`src/rtl/regfile_pkg.sv`:
```
// Shared types, default sizes and the read/write index masking rule for registers_bank_mp.
package regfile_pkg;

    typedef enum logic {RF_CLEAR, RF_RUN} rf_state_t;

    localparam int RF_XLEN_DEF     = 32;
    localparam int RF_NREGS_DEF    = 32;
    localparam int RF_NREAD_DEF    = 2;
    localparam int RF_ZERO_REG_DEF = 1;

    // An index is masked when it addresses no storage or the hardwired zero register.
    function automatic logic rf_masked(input int idx, input int nregs, input int zero_reg);
        return (idx >= nregs) || ((zero_reg != 0) && (idx == 0));
    endfunction

endpackage

```
`src/rtl/regfile_scoreboard.sv`:
```
// Pending-write scoreboard: one busy bit per register, set by issue, cleared by writeback.
module regfile_scoreboard #(
    parameter int NREGS = 32,
    parameter int NREAD = 2
) (
    input  logic                              i_clock,
    input  logic                              i_reset,
    input  logic                              i_clr_all,
    input  logic                              i_set_en,
    input  logic [$clog2(NREGS)-1:0]          i_set_sel,
    input  logic                              i_clr_en,
    input  logic [$clog2(NREGS)-1:0]          i_clr_sel,
    input  logic [NREAD*$clog2(NREGS)-1:0]    i_rd_sel,
    output logic [NREAD-1:0]                  o_busy
);

    localparam int AW = $clog2(NREGS);

    logic [NREGS-1:0] r_busy;
    logic [NREGS-1:0] w_busy_nxt;

    // A set and a clear on the same register resolve to set.
    always_comb begin
        w_busy_nxt = r_busy;
        for (int k = 0; k < NREGS; k++) begin
            if (i_set_en && (i_set_sel == k[AW-1:0]))
                w_busy_nxt[k] = 1'b1;
            else if (i_clr_en && (i_clr_sel == k[AW-1:0]))
                w_busy_nxt[k] = 1'b0;
        end
    end

    always_ff @(posedge i_clock) begin
        if (i_reset || i_clr_all)
            r_busy <= '0;
        else
            r_busy <= w_busy_nxt;
    end

    always_comb begin
        o_busy = '0;
        for (int i = 0; i < NREAD; i++)
            o_busy[i] = r_busy[i_rd_sel[i*AW +: AW]];
    end

endmodule

```
`src/rtl/registers_bank_mp.sv`:
```
// Multi-port register bank with pending-write scoreboard and sequential clear engine.
// Optional same-cycle write-to-read forwarding is enabled by defining REGFILE_BYPASS_EN.
module registers_bank_mp
    import regfile_pkg::*;
#(
    parameter int XLEN     = RF_XLEN_DEF,
    parameter int NREGS    = RF_NREGS_DEF,
    parameter int NREAD    = RF_NREAD_DEF,
    parameter int ZERO_REG = RF_ZERO_REG_DEF
) (
    input  logic                              clock,
    input  logic                              reset,
    input  logic                              clear_req,
    output logic                              ready,
    input  logic                              we,
    input  logic [$clog2(NREGS)-1:0]          sel_in,
    input  logic [XLEN-1:0]                   data_in,
    input  logic [NREAD*$clog2(NREGS)-1:0]    sel_out,
    output logic [NREAD*XLEN-1:0]             data_out,
    input  logic                              busy_set,
    input  logic [$clog2(NREGS)-1:0]          busy_sel,
    output logic [NREAD-1:0]                  busy_out
);

    localparam int AW = $clog2(NREGS);
    localparam logic [AW-1:0] LAST_IDX = AW'(NREGS - 1);

    rf_state_t       r_state;
    rf_state_t       w_state_nxt;
    logic [AW-1:0]   r_cnt;
    logic [AW-1:0]   w_cnt_nxt;
    logic            w_clr_all;

    logic [XLEN-1:0] r_regs [NREGS];

    logic            w_run;
    logic            w_wr_ok;
    logic            w_set_ok;
    logic            w_st_we;
    logic [AW-1:0]   w_st_idx;
    logic [XLEN-1:0] w_st_data;
    logic [AW-1:0]   w_rd_sel [NREAD];
    logic [NREAD-1:0] w_sb_busy;

    assign w_run    = (r_state == RF_RUN);
    assign ready    = w_run;
    assign w_wr_ok  = !reset && w_run && we && !clear_req
                      && !rf_masked(int'(sel_in), NREGS, ZERO_REG);
    assign w_set_ok = !reset && w_run && busy_set && !clear_req
                      && !rf_masked(int'(busy_sel), NREGS, ZERO_REG);

    always_ff @(posedge clock) begin
        if (reset) begin
            r_state <= RF_CLEAR;
            r_cnt   <= '0;
        end else begin
            r_state <= w_state_nxt;
            r_cnt   <= w_cnt_nxt;
        end
    end

    always_comb begin
        w_state_nxt = r_state;
        w_cnt_nxt   = r_cnt;
        w_clr_all   = 1'b0;
        case (r_state)
            RF_CLEAR: begin
                if (clear_req) begin
                    w_cnt_nxt = '0;
                end else if (r_cnt == LAST_IDX) begin
                    w_state_nxt = RF_RUN;
                    w_cnt_nxt   = '0;
                end else begin
                    w_cnt_nxt = r_cnt + 1'b1;
                end
            end
            RF_RUN: begin
                if (clear_req) begin
                    w_state_nxt = RF_CLEAR;
                    w_cnt_nxt   = '0;
                    w_clr_all   = 1'b1;
                end
            end
            default: begin
                w_state_nxt = RF_CLEAR;
                w_cnt_nxt   = '0;
            end
        endcase
    end

    // Single storage write port shared by the clear engine and writeback.
    always_comb begin
        w_st_we   = w_wr_ok;
        w_st_idx  = sel_in;
        w_st_data = data_in;
        if (!reset && (r_state == RF_CLEAR)) begin
            w_st_we   = 1'b1;
            w_st_idx  = r_cnt;
            w_st_data = '0;
        end
    end

    always_ff @(posedge clock) begin
        if (w_st_we)
            r_regs[w_st_idx] <= w_st_data;
    end

    regfile_scoreboard #(
        .NREGS (NREGS),
        .NREAD (NREAD)
    ) u_scoreboard (
        .i_clock   (clock),
        .i_reset   (reset),
        .i_clr_all (w_clr_all),
        .i_set_en  (w_set_ok),
        .i_set_sel (busy_sel),
        .i_clr_en  (w_wr_ok),
        .i_clr_sel (sel_in),
        .i_rd_sel  (sel_out),
        .o_busy    (w_sb_busy)
    );

    always_comb begin
        for (int i = 0; i < NREAD; i++)
            w_rd_sel[i] = sel_out[i*AW +: AW];
    end

    // Outputs are forced to zero while storage is being cleared.
    always_comb begin
        data_out = '0;
        busy_out = '0;
        for (int i = 0; i < NREAD; i++) begin
            if (w_run && !rf_masked(int'(w_rd_sel[i]), NREGS, ZERO_REG)) begin
                data_out[i*XLEN +: XLEN] = r_regs[w_rd_sel[i]];
                busy_out[i]              = w_sb_busy[i];
`ifdef REGFILE_BYPASS_EN
                if (w_wr_ok && (sel_in == w_rd_sel[i])) begin
                    data_out[i*XLEN +: XLEN] = data_in;
                    busy_out[i]              = w_set_ok && (busy_sel == sel_in);
                end
`endif
            end
        end
    end

endmodule
```
`config.mk`:
```
export PLATFORM = sky130hd
export DESIGN_NAME = registers_bank_mp
export DESIGN_NICKNAME = d
export VERILOG_FILES = /design/src/rtl/regfile_pkg.sv /design/src/rtl/regfile_scoreboard.sv /design/src/rtl/registers_bank_mp.sv
export SDC_FILE = /design/constraint.sdc
export NUM_CORES = 1
export LEC_CHECK = 0
export BUFFER_PORTS_ARGS = -buffer_cell sky130_fd_sc_hd__buf_4
export CORE_MARGIN = 10
export CORE_UTILIZATION = 30
export DETAILED_ROUTE_END_ITERATION = 16
export GPL_TIMING_DRIVEN = 1
export PLACE_DENSITY = 0.52
export SLEW_MARGIN = 20
export SYNTH_ARGS = -nofsm -noshare
export SYNTH_HDL_FRONTEND = slang
export SYNTH_HIERARCHICAL = 1
export SYNTH_SLANG_ARGS = --single-unit
```
`constraint.sdc`:
```
create_clock -name clock -period 3 [get_ports clock]
set_input_delay 0.45 -clock clock [delete_from_list [all_inputs] [get_ports clock]]
set_output_delay 0.45 -clock clock [all_outputs]
set_load 0.005 [all_outputs]
```
After elaboration in Yosys (flattened, before gate mapping)

Memory sizes are Yosys's and may differ from the RTL's.
Index checks and enable logic that the tools add are counted.

Register bits: 38
RAM bits: 1,024
Bits of input ports: 57
Output and inout bits: 67
Logic and storage cells: 309
Memories: 1

Memory list:

| name   | words | width | rd ports | clocked after memory_dff | wr ports | line                    | text |
|---|---|---|---|---|---|---|---|
| r_regs | 32    | 32    | 2        | 0                        | 1        | registers_bank_mp.sv:34 | `logic [XLEN-1:0] r_regs [NREGS];` |

Add/subtract/negate cells: 1
Magnitude comparators: 2
Eq/ne operators: 64
Multiplexer cells: 87
Bitwise operators: 1
Reduce and logical (&&, ||, !) cells: 119

Operators with widths:

| operator                                                    | number |
|---|---|
| == test 5 bit (second input constant)                       | 33 |
| two-way mux 32 bit                                          | 3 |
| == test 5 x 4 -> 1 bit (second input constant)              | 16 |
| two-way mux 1 bit                                           | 76 |
| logical AND 1 bit                                           | 74 |
| nonzero test 2 bit                                          | 32 |
| == test 5 x 3 -> 1 bit (second input constant)              | 8 |
| logical NOT 5 bit                                           | 6 |
| == test 5 x 2 -> 1 bit (second input constant)              | 4 |
| two-way mux 5 bit                                           | 4 |
| less-than comparator 5 x 6 -> 1 bit (second input constant) | 2 |
| binary-select mux 1 bit (select 5 bit)                      | 2 |
| == test 5 x 1 -> 1 bit (second input constant)              | 2 |
| case mux 5 bit (2 select lines)                             | 1 |
| logical NOT 1 bit                                           | 6 |
| adder 5 x 1 -> 5 bit (second input constant)                | 1 |
| != test 2 bit (second input constant)                       | 1 |
| case mux 1 bit (2 select lines)                             | 1 |
| logical OR 1 bit                                            | 1 |
| inverter 1 bit                                              | 1 |

Depth between registers and ports, before layout

Depth after elaboration: 8
Depth in mapped cells: 9
Mapped depth without buffers: 7

By module

Netlist, hierarchy kept.

Modules (own cells, without submodules):

| module             | times used | cells each | area each (µm²) | sequential area each (µm²) |
|---|---|---|---|---|
| registers_bank_mp  | 1          | 2,907      | 48,322.6        | 30,869.6 |
| regfile_scoreboard | 1          | 254        | 1,969.4         | 640.6 |

Worst setup path before layout

OpenSTA, ideal clock, no wires.

Kind: reg-to-reg
From: register r_state (netlist: ready)
To: memory r_regs[0][0] (netlist bit) (enable)
Library setup time: 0.421 ns
Data arrival time: 2.736 ns
Required time: 2.579 ns
Path slack: -0.157 ns
Stages on the path, launching flop included: 7
Buffers on the path: 2
Clock period less this slack: 3.157 ns
Cells stage by stage: dfxtp_1 -> buf_2 -> nor2_1 -> buf_2 -> mux2i_1 -> nand2_1 -> nor2_1

Word-level cells in the longest chain between the ends: 7
Elaborated cells on any way between the ends: 10
Classes of those cells: mux: 4; bitwise: 1; reduce/logical: 5

Ends and longest elaborated chain:

| what                                    | line                     | text |
|---|---|---|
| from (decl)                             | registers_bank_mp.sv:28  | `rf_state_t r_state;` |
| from (signal assigned)                  | registers_bank_mp.sv:57  | `r_state <= w_state_nxt;` |
| logical AND 1 bit (3 in a row)          | registers_bank_mp.sv:47  | `assign w_wr_ok = !reset && w_run && we && !clear_req` |
| logical AND 1 bit                       | registers_bank_mp.sv:48  | `&& !rf_masked(int'(sel_in), NREGS, ZERO_REG);` |
| two-way mux 1 bit                       | registers_bank_mp.sv:96  | `if (!reset && (r_state == RF_CLEAR)) begin` |
| two-way mux 1 bit                       | registers_bank_mp.sv:104 | `if (w_st_we)` |
| two-way mux 1 bit (implied by the code) | registers_bank_mp.sv:105 | `r_regs[w_st_idx] <= w_st_data;` |
| to (decl)                               | registers_bank_mp.sv:34  |  |

Several ways; a longest one is shown, not always the timed one.

Worst setup path after layout

From: register r_state (netlist: ready)
To: output data_out[8]

Word-level cells in the longest chain between the ends: 2

Ends and longest elaborated chain:

| what               | line                     | text |
|---|---|---|
| logical AND 1 bit  | registers_bank_mp.sv:133 | `if (w_run && !rf_masked(int'(w_rd_sel[i]), NREGS, ZERO_REG)) begin` |
| two-way mux 32 bit | registers_bank_mp.sv:133 |  |
| to (decl)          | registers_bank_mp.sv:19  | `output logic [NREAD*XLEN-1:0] data_out,` |

Every way passes these cells.

==> impl_results.md <==
- Status: finished with violations
- Failing checks: negative setup slack
- Num Clock Sinks: 1062
- Synth-to-Final Area Change: 22.8%
- Worst-Margin Slew: 1.17 ns
- Count of final max-slew check failures: 0
- Flops & latches, synth: 1062
- Max Cap Viol: 0
- Peak VDD IR: 0.502 mV
- PwrDens: 527 mW/mm^2
- Post-layout util: 0.370
- 1st-iter DRT viols: 3714
- Row count: 150
- Worst min-delay path startpoint: busy_sel[0]
- Pre-CTS setup slack: -0.0541 ns
- Arrival time worst endpoint: 2.77 ns
- Setup violators final: 48
- RR Endpoint: r_regs[29][21]
- CTS Buf Count: 112
- TritonRoute pass-1 iters: 5
- Total track usage: 0.188
- Leakage power: 21.5 nW
- Fin crit period: 3.22 ns
- Syn Inst Count: 3161
- Total Nets Final: 3568
- Max-slew headroom: 0.217
- Worst hold path class: in2reg
- Die W: 429 um
- Worst hold path cell count: 3
- Startpoint type of the worst setup path: flip-flop
- Clk root buf: clkbuf_16
- DIE HEIGHT: 429 um
- Main synth FF type: edfxtp_1
- Placer Congestion: 0.814
- N_diodes: 0
- Placed insts: 5536
- First-pass GRT wire length: 252 mm
- Count leader, synth: edfxtp_1
- Final HPWL DP: 113 mm
- CTS tree: yes
- Sequential area share after synthesis: 0.627
- WL/cell: 31.2 um
- Netlist Area Pre-Place: 0.0503 mm^2
- Max Clock Freq: 310 MHz
- Clk_skew: 0.0230 ns
- I/O Pins: 124
- Number of H-tree levels: 3
- Post-Route WL: 181 mm
- Synth cell types: 47
- Post-synth ARST share: 0
- Commonest cells in the synthesized netlist: edfxtp_1, mux2i_1, a22oi_1
- Worst R2R Start: ready
- Finished Layout Cells: 5807
- Top cell type's share of synthesized area: 0.611
- Clock Path Buffers: 3
- Worst EP required: 2.55 ns
- Pin count of the biggest net entering global routing: 61
- Port Buf Inserts: 123
- Final Hold Viols: 0
- Die ar.: 0.184 mm^2
- Worst Hold Endpoint: u_scoreboard/r_busy[3]
- Initial Util: 0.301
- DRC Markers: 0
- Synth warn: 6
- Remaining Overflow, GRT: 0
- R2R Setup Slk: 0.09 ns
- Via count: 32700
- PnR worst setup slack: -0.222 ns
- Crit end category: primary output
- Crit path kind: reg2out
- Post-route ant nets: 0
- Number of flops mapped to enable cells by yosys: 1024
- Net Count, Synth: 3220
- Initial antenna violation count: 2
- Mean Syn Cell Area: 15.9 um^2
- Post-route clock period utilization: 1.07
- R2R depth: 7
- Hold slack: 0.0446 ns
- Reg clk slew, reported paths: 0.06 ns
- DR vias/cell: 5.64
- Vias in the first global route: 32800
- Unrepaired setup endpoints after global routing: yes
- Insertion delay to the later sink of the worst-skew pair: 0.74 ns
- Layout cells sized above 1: 0.299
- Top post-synthesis cells by area: edfxtp_1, mux2i_1, mux4_2
- Core area: 0.167 mm^2
- Crit path max fanout: 20
- Area leader, netlist: edfxtp_1
critical path, stage by stage (launching register included):
cell and delay, ns:
dfxtp_4 0.37, buf_8 0.13, nor3b_4 0.46, buf_12 0.27, and3_4 0.21, a21oi_2 0.03, nand4_1 0.36, buf_4 0.21
timing repair:
action | in CTS | in global routing
hold buffers | 5 | 0
buffers inserted | 37 | 22
hold endpoints to repair | 7 | 0
pin swaps | 46 | 50
gates cloned | 6 | 4
resized for setup | 134 | 48
setup endpoints to repair | 64 | 114
power breakdown:
part           leakage (nW)  switching (mW)  total, mW  internal (mW)
combinational          10.0            1.49       2.51           1.02
sequential             9.70          0.0418       16.4           16.4
clock                  1.74            5.97       13.6           7.66
total                  21.5            7.51       32.5           25.0
worst max-delay path by stage:
stage                     from  cells past startpoint           end  slack (ns)
finish                   ready                      7   data_out[8]       -0.22
global route             ready                      9  data_out[63]       -0.19
CTS                      ready                      9  data_out[63]       -0.20
detailed placement  sel_out[5]                     11  data_out[63]       -0.05
global placement    sel_out[5]                     11  data_out[63]       -0.02
floorplan                ready                      6  r_regs[0][0]       -0.16
registers in the layout, summed over array words and instances, names as in the netlist:
signal,count
u_scoreboard/r_busy,32
ready,1
r_regs,1024
r_cnt,5
through the flow:
step | cell area [um^2] | power (mW) | setup TNS [ns]
6_report | 61800 | 32.5 | -3.16
3_5_place_dp | 56600 | 19.2 | -0.0541
5_1_grt | 61800 | 33.5 | -4.59
2_1_floorplan | 50300 | 18.2 | -80.55
4_1_cts | 61300 | 32.7 | -3.12
3_3_place_gp | 56600 | 19.1 | -0.0206
layout make-up:
class                           instances  area [um^2]
Clock buffer                          134         2950
Clock inverter                         74          597
Fill cell                           15500       105000
Inverter                                1         3.75
Multi-Input combinational cell       1858        18500
Sequential cell                      1062        31500
Tap cell                             2204         2760
Timing Repair Buffer                  474         5490
cells by family (layout without fill, tap and decap cells):
logic type	after synthesis	count (layout)	share of synthesized area
AND/OR/NAND/NOR	529	531	0.0556
buffers and inverters	243	683	0.0279
multiplexers	827	827	0.223
AO/OA/AOI/OAI	498	498	0.0661
adder cells (fa/ha/maj)	2	2	0.000497
flip-flops	1062	1062	0.627
routing by layer:
metal / vias to the layer above / wire, um / track usage
li1: 13700 / - / -
met1: 17200 / 76400 / 0.258
met2: 1566 / 84200 / 0.300
met3: 277 / 14300 / 0.0331
met4: 4 / 5980 / 0.0638
met5: - / 25 / 0
cell usage in the layout (no fill, tap or decap), types with 15 or more instances in the layout:
cell / n
edfxtp_1: 1024
mux2i_1: 588
buf_4: 295
a22oi_1: 269
mux4_2: 236
nand3_1: 148
buf_12: 124
clkbuf_16: 114
nand2_1: 99
a21oi_1: 96
nand4_1: 64
and3_1: 51
nor2_4: 38
a22oi_2: 38
dfxtp_1: 37
o21ai_0: 36
clkinv_2: 32
buf_6: 32
a21oi_2: 27
nor2b_2: 24
clkinv_1: 21
nor2b_4: 16
nor2_1: 15
Power figures use the tool's default switching activity.
